[config.mk]
export PLATFORM = sky130hd
export DESIGN_NAME = block_average_downscale
export DESIGN_NICKNAME = d
export VERILOG_FILES = /design/src/rtl/block_average_downscale.sv
export SDC_FILE = /design/constraint.sdc
export NUM_CORES = 1
export LEC_CHECK = 0
export BUFFER_PORTS_ARGS = -buffer_cell sky130_fd_sc_hd__buf_2
export CAP_MARGIN = 0
export CORE_MARGIN = 5
export CORE_UTILIZATION = 60
export CTS_BUF_LIST = sky130_fd_sc_hd__clkbuf_4 sky130_fd_sc_hd__clkbuf_8
export CTS_CLUSTER_DIAMETER = 80
export DETAILED_ROUTE_END_ITERATION = 16
export PLACE_DENSITY = 0.82
export SYNTH_ARGS = -nofsm -noshare
export SYNTH_HDL_FRONTEND = slang
export SYNTH_SLANG_ARGS = --single-unit
[constraint.sdc]
create_clock -name clk -period 7.1 [get_ports clk]
set_clock_uncertainty 0.1 [all_clocks]
set_input_delay 1.775 -clock clk [delete_from_list [all_inputs] [get_ports clk]]
set_output_delay 1.775 -clock clk [all_outputs]
set_load 0.05 [all_outputs]
[src/rtl/block_average_downscale.sv]
// 2x2 block-averaging frame downscaler: reads a source frame over a 1-cycle-latency port, writes a half-size frame.
// Build option BLOCK_AVERAGE_ROUND_EN selects round-half-up averaging instead of truncation.
module block_average_downscale #(
  parameter int IN_WIDTH  = 320,
  parameter int IN_HEIGHT = 240,
  parameter int PIXEL_W   = 8,
  parameter int RADDR_W   = 17,
  parameter int WADDR_W   = 15
) (
  input  logic               clk,
  input  logic               reset,
  input  logic               enable,
  input  logic [PIXEL_W-1:0] pixel_in,
  output logic [RADDR_W-1:0] read_addr,
  output logic [PIXEL_W-1:0] pixel_out,
  output logic [WADDR_W-1:0] write_addr,
  output logic               write_en,
  output logic               done
);
  localparam int OUT_W = IN_WIDTH / 2;
  localparam int OUT_H = IN_HEIGHT / 2;
  localparam int XW    = (OUT_W > 1) ? $clog2(OUT_W) : 1;
  localparam int YW    = (OUT_H > 1) ? $clog2(OUT_H) : 1;
  localparam int ACC_W = PIXEL_W + 2;

  typedef enum logic [2:0] {IDLE, RD0, RD1, RD2, RD3, ACC, WR, DONE} state_t;

  state_t            state, state_n;
  logic [XW-1:0]     xo;
  logic [YW-1:0]     yo;
  logic [ACC_W-1:0]  acc, sum;
  logic [PIXEL_W-1:0] avg;
  logic              last_col, last_row;

  assign last_col = (xo == XW'(OUT_W - 1));
  assign last_row = (yo == YW'(OUT_H - 1));
  assign sum      = acc + ACC_W'(pixel_in);

`ifdef BLOCK_AVERAGE_ROUND_EN
  assign avg = PIXEL_W'((sum + ACC_W'(2)) >> 2);
`else
  assign avg = PIXEL_W'(sum >> 2);
`endif

  always_ff @(posedge clk or posedge reset) begin
    if (reset) state <= IDLE;
    else       state <= state_n;
  end

  always_comb begin
    state_n = state;
    if (!enable) state_n = IDLE;
    else begin
      case (state)
        IDLE:    state_n = RD0;
        RD0:     state_n = RD1;
        RD1:     state_n = RD2;
        RD2:     state_n = RD3;
        RD3:     state_n = ACC;
        ACC:     state_n = WR;
        WR:      state_n = (last_col && last_row) ? DONE : RD0;
        DONE:    state_n = DONE;
        default: state_n = IDLE;
      endcase
    end
  end

  // Read data trails the address by one state, so each RD state folds in the previous sample.
  always_ff @(posedge clk or posedge reset) begin
    if (reset) begin
      read_addr  <= '0;
      write_addr <= '0;
      pixel_out  <= '0;
      write_en   <= 1'b0;
      done       <= 1'b0;
      acc        <= '0;
      xo         <= '0;
      yo         <= '0;
    end else if (!enable) begin
      read_addr  <= '0;
      write_addr <= '0;
      pixel_out  <= '0;
      write_en   <= 1'b0;
      done       <= 1'b0;
      acc        <= '0;
      xo         <= '0;
      yo         <= '0;
    end else begin
      write_en <= 1'b0;
      case (state)
        RD0: read_addr <= read_addr + RADDR_W'(1);
        RD1: begin
          read_addr <= read_addr + RADDR_W'(IN_WIDTH - 1);
          acc       <= ACC_W'(pixel_in);
        end
        RD2: begin
          read_addr <= read_addr + RADDR_W'(1);
          acc       <= sum;
        end
        RD3: acc <= sum;
        ACC: begin
          acc       <= sum;
          pixel_out <= avg;
          write_en  <= 1'b1;
        end
        WR: begin
          if (last_col && last_row) done <= 1'b1;
          else begin
            write_addr <= write_addr + WADDR_W'(1);
            // read_addr sits on the block's bottom-right pixel; step to the next block's top-left
            if (last_col) begin
              xo        <= '0;
              yo        <= yo + YW'(1);
              read_addr <= read_addr + RADDR_W'(1);
            end else begin
              xo        <= xo + XW'(1);
              read_addr <= read_addr - RADDR_W'(IN_WIDTH - 1);
            end
          end
        end
        DONE:    done <= 1'b1;
        default: ;
      endcase
    end
  end
endmodule

==> impl_metrics.py <==
metrics = {
    "pwr": {
        "p_leak_nw": 2.179,
        "p_per_area_nw_per_um2": 226.5,
        "power_w": 0.001129,
        "ir_drop_v": 0.0001177,
    },
    "floorplan": {
        "rows": 31,
        "boundaryPins": 53,
        "die_x_um": 96.27,
        "coreArea_um2": 7253,
        "start_util_pct": 61.57,
        "fp.dieH_um": 96.27,
        "die_area_um2": 9268,
    },
    "critical_path": {
        "cp_slowest_cell": "fa_1",
        "critPathMaxStageDelay_ns": 0.42,
        "cpLargestDelayFamily": "compound AO/OA/AOI/OAI gates",
        "r2r-start": "xo[0]",
        "r2r_cells": 7,
        "endpoint_kind": "register",
        "path_class": "in2reg",
        "path_max_fanout": 2,
        "cp_cell_sequence": "buf_2 > ha_1 > fa_1 > a21oi_1 > o21ai_0 > a2111oi_0 > or2_2 > mux2i_1 > a31o_2",
        "cp.required_ns": 7.24,
        "rr_endpoint": "write_addr[11]",
        "cp_num_buf_inv": 1,
        "r2r_slack_ns": 4.45,
        "critPathLaunchType": "input port",
        "worst_ep_arrival_time_ns": 3.79,
    },
    "global_route": {
        "overflow": 0,
        "track_usage_pct": 25.45,
        "grt_pass1_vias": 4027,
        "grt_pass1_wl_mm": 18.56,
        "grt_antenna_before_repair": 0,
        "grt_max_degree": 71,
    },
    "cts": {
        "cts_buffers": 9,
        "htreeDepth": 3,
        "cts_setup_buffers": 0,
        "cts_tree": "done",
        "path_clk_slew_ns": 0.07,
        "cts-hold-fix-buffers": 0,
        "clkSinkCount": 70,
        "cts.path.max_buffers": 2,
        "cts_resized": 0,
        "root_buffer": "clkbuf_8",
        "insertion_delay_ns": 0.35,
    },
    "routing": {
        "dr.first_iter.drc_count": 315,
        "avgViaCountPerCell": 6.264,
        "dr_total_vias": 4222,
        "detail_route.wl_per_cell_um": 16.81,
        "firstDrtPassIters": 5,
        "drc_errors": 0,
        "wirelength_mm": 11.33,
        "final_antenna_net_count": 0,
    },
    "timing": {
        "fin_crit_sh_pct": 51.52,
        "hold_ws_ns": 0.3917,
        "setup_viol": 0,
        "timing.fmax_mhz": 273.4,
        "slew_violations": 0,
        "period_needed_ns": 3.658,
        "setup_tns_ns": 0,
        "hold_viol": 0,
        "tightest_slew_ns": 0.8840,
        "rsz0062_at_grt": "false",
        "slew_headroom_pct": 41.07,
    },
    "synthesis": {
        "yosysSeqAreaShare_pct": 39.23,
        "synthFlopType": "dfrtp_1",
        "synthDistinctLibCells": 65,
        "synth-edff-count": 0,
        "synth-seq-cells": 70,
        "syn_area_um2": 4466,
        "synth_fp_nets": 560,
        "syn_inst": 535,
        "yosys_warnings": 0,
        "synth_area_per_cell_um2": 8.347,
        "async_reset_ff_share_pct": 100.0,
    },
    "placed_design": {
        "place_congestion": 0.9595,
        "dp_hpwl_mm": 7.904,
        "dpl-instance-area_um2": 4751,
        "portBuffers": 52,
    },
    "cells_and_area": {
        "area_delta_synth_final_pct": 11.66,
        "drive_gt1_share_pct": 14.78,
        "final_nets": 596,
        "diodes": 0,
        "stdcell_area_um2": 4986,
        "final_common_cell": "dfrtp_1",
        "most-common-layout-cells": "dfrtp_1 (70), nor2_1 (60), nand2_1 (59)",
    },
    "job": {
        "cap_violations": 0,
    },
    "outcome": {
        "outcome": "complete, no violations",
    },
    "hold_path": {
        "hp-class": "reg2reg",
        "holdPathStages": 2,
        "min_to": "acc[7]",
        "hold_start": "acc[7]",
    },
}
## layer usage
layer  vias to the layer above  share of wire (%)  wire length, um  GRT usage (%)
li1                       1993                  -                -              -
met3                        21                5.0              564          3.987
met1                      2062                 43             4892          32.70
met2                       146                 50             5666          41.86
met5                         -                  0                0              0
met4                         0                1.8              203          11.97
## synthesized netlist by cell type, drive strengths merged, types with 6 or more instances
library cell | instances | area [um2]
nor3 | 12 | 65.06
buf | 8 | 37.54
o21ai | 45 | 229.0
clkbuf | 22 | 83.83
nand3 | 26 | 130.1
xnor2 | 19 | 166.4
a21oi | 45 | 229.0
a31oi | 6 | 37.54
ha | 13 | 162.7
or3 | 15 | 93.84
xor2 | 14 | 122.6
mux2i | 9 | 90.09
inv | 13 | 48.80
nand4 | 15 | 100.1
nand2 | 59 | 221.5
and3 | 6 | 37.54
a211oi | 8 | 60.06
nor2 | 60 | 225.2
dfrtp | 70 | 1752
## state kept, by name, summed over array words and instances (netlist names)
| register | count |
|---|---|
| write_en | 1 |
| acc | 10 |
| state | 3 |
| yo | 7 |
| pixel_out | 8 |
| xo | 8 |
| done | 1 |
| read_addr | 17 |
| write_addr | 15 |
## worst register-to-register path: stages, from the launching register on
cell     delay, ns
dfrtp_1       0.42
ha_1          0.25
and4_1        0.29
nand4_1       0.22
and2_1        0.36
nand3_1       0.32
or3_1         0.43
a21oi_1       0.17
## logic make-up (layout without fill, tap and decap cells)
| logic type | Yosys count | count (layout) | synth area share, % |
|---|---|---|---|
| xor gates and xnor gates | 33 | 33 | 6.472 |
| adders and majority gates | 14 | 14 | 4.091 |
| buffers and inverters | 44 | 84 | 3.895 |
| and+or+nand+nor | 222 | 222 | 24.52 |
| AOI/OAI and AO/OA | 143 | 143 | 19.78 |
| DFF | 70 | 70 | 39.23 |
| muxes | 9 | 9 | 2.017 |
## how the worst max path moves through the flow
stage,from,endpoint,slack (ns),depth (start not counted)
after floorplan,pixel_in[0],pixel_out[6],3.45,8
after global placement,pixel_in[0],pixel_out[6],3.19,9
after detailed placement,pixel_in[0],pixel_out[6],3.14,9
after CTS,pixel_in[0],pixel_out[6],3.49,9
after global routing,pixel_in[0],acc[8],3.29,9
final,pixel_in[0],pixel_out[6],3.44,9
## power breakdown
group	switching (W)	internal [W]	total, W
clock	0.000159	0.000231	0.000391
combinational	0.000187	0.0000950	0.000282
sequential	0.0000380	0.000419	0.000457
total	0.000384	0.000745	0.00113
## through the flow
stage | instances | setup WS (ns) | util, %
2_1_floorplan | 535 | 3.446 | -
3_3_place_gp | 659 | 3.190 | 65.50
3_5_place_dp | 659 | 3.145 | 65.50
4_1_cts | 674 | 3.490 | 68.74
5_1_grt | 674 | 3.285 | 68.74
6_report | 674 | 3.442 | 68.74
## final cells by class
type / instances / area (um2)
repair buffers: 55 / 282.8
fillers: 602 / 2267
flip-flops and latches: 70 / 1752
multi-input cells: 421 / 2540
inverters: 14 / 52.55
well taps: 99 / 123.9
clock buffers: 9 / 123.9
clock inverters: 6 / 111.4
Note: power is estimated with default switching activity, not from simulation.
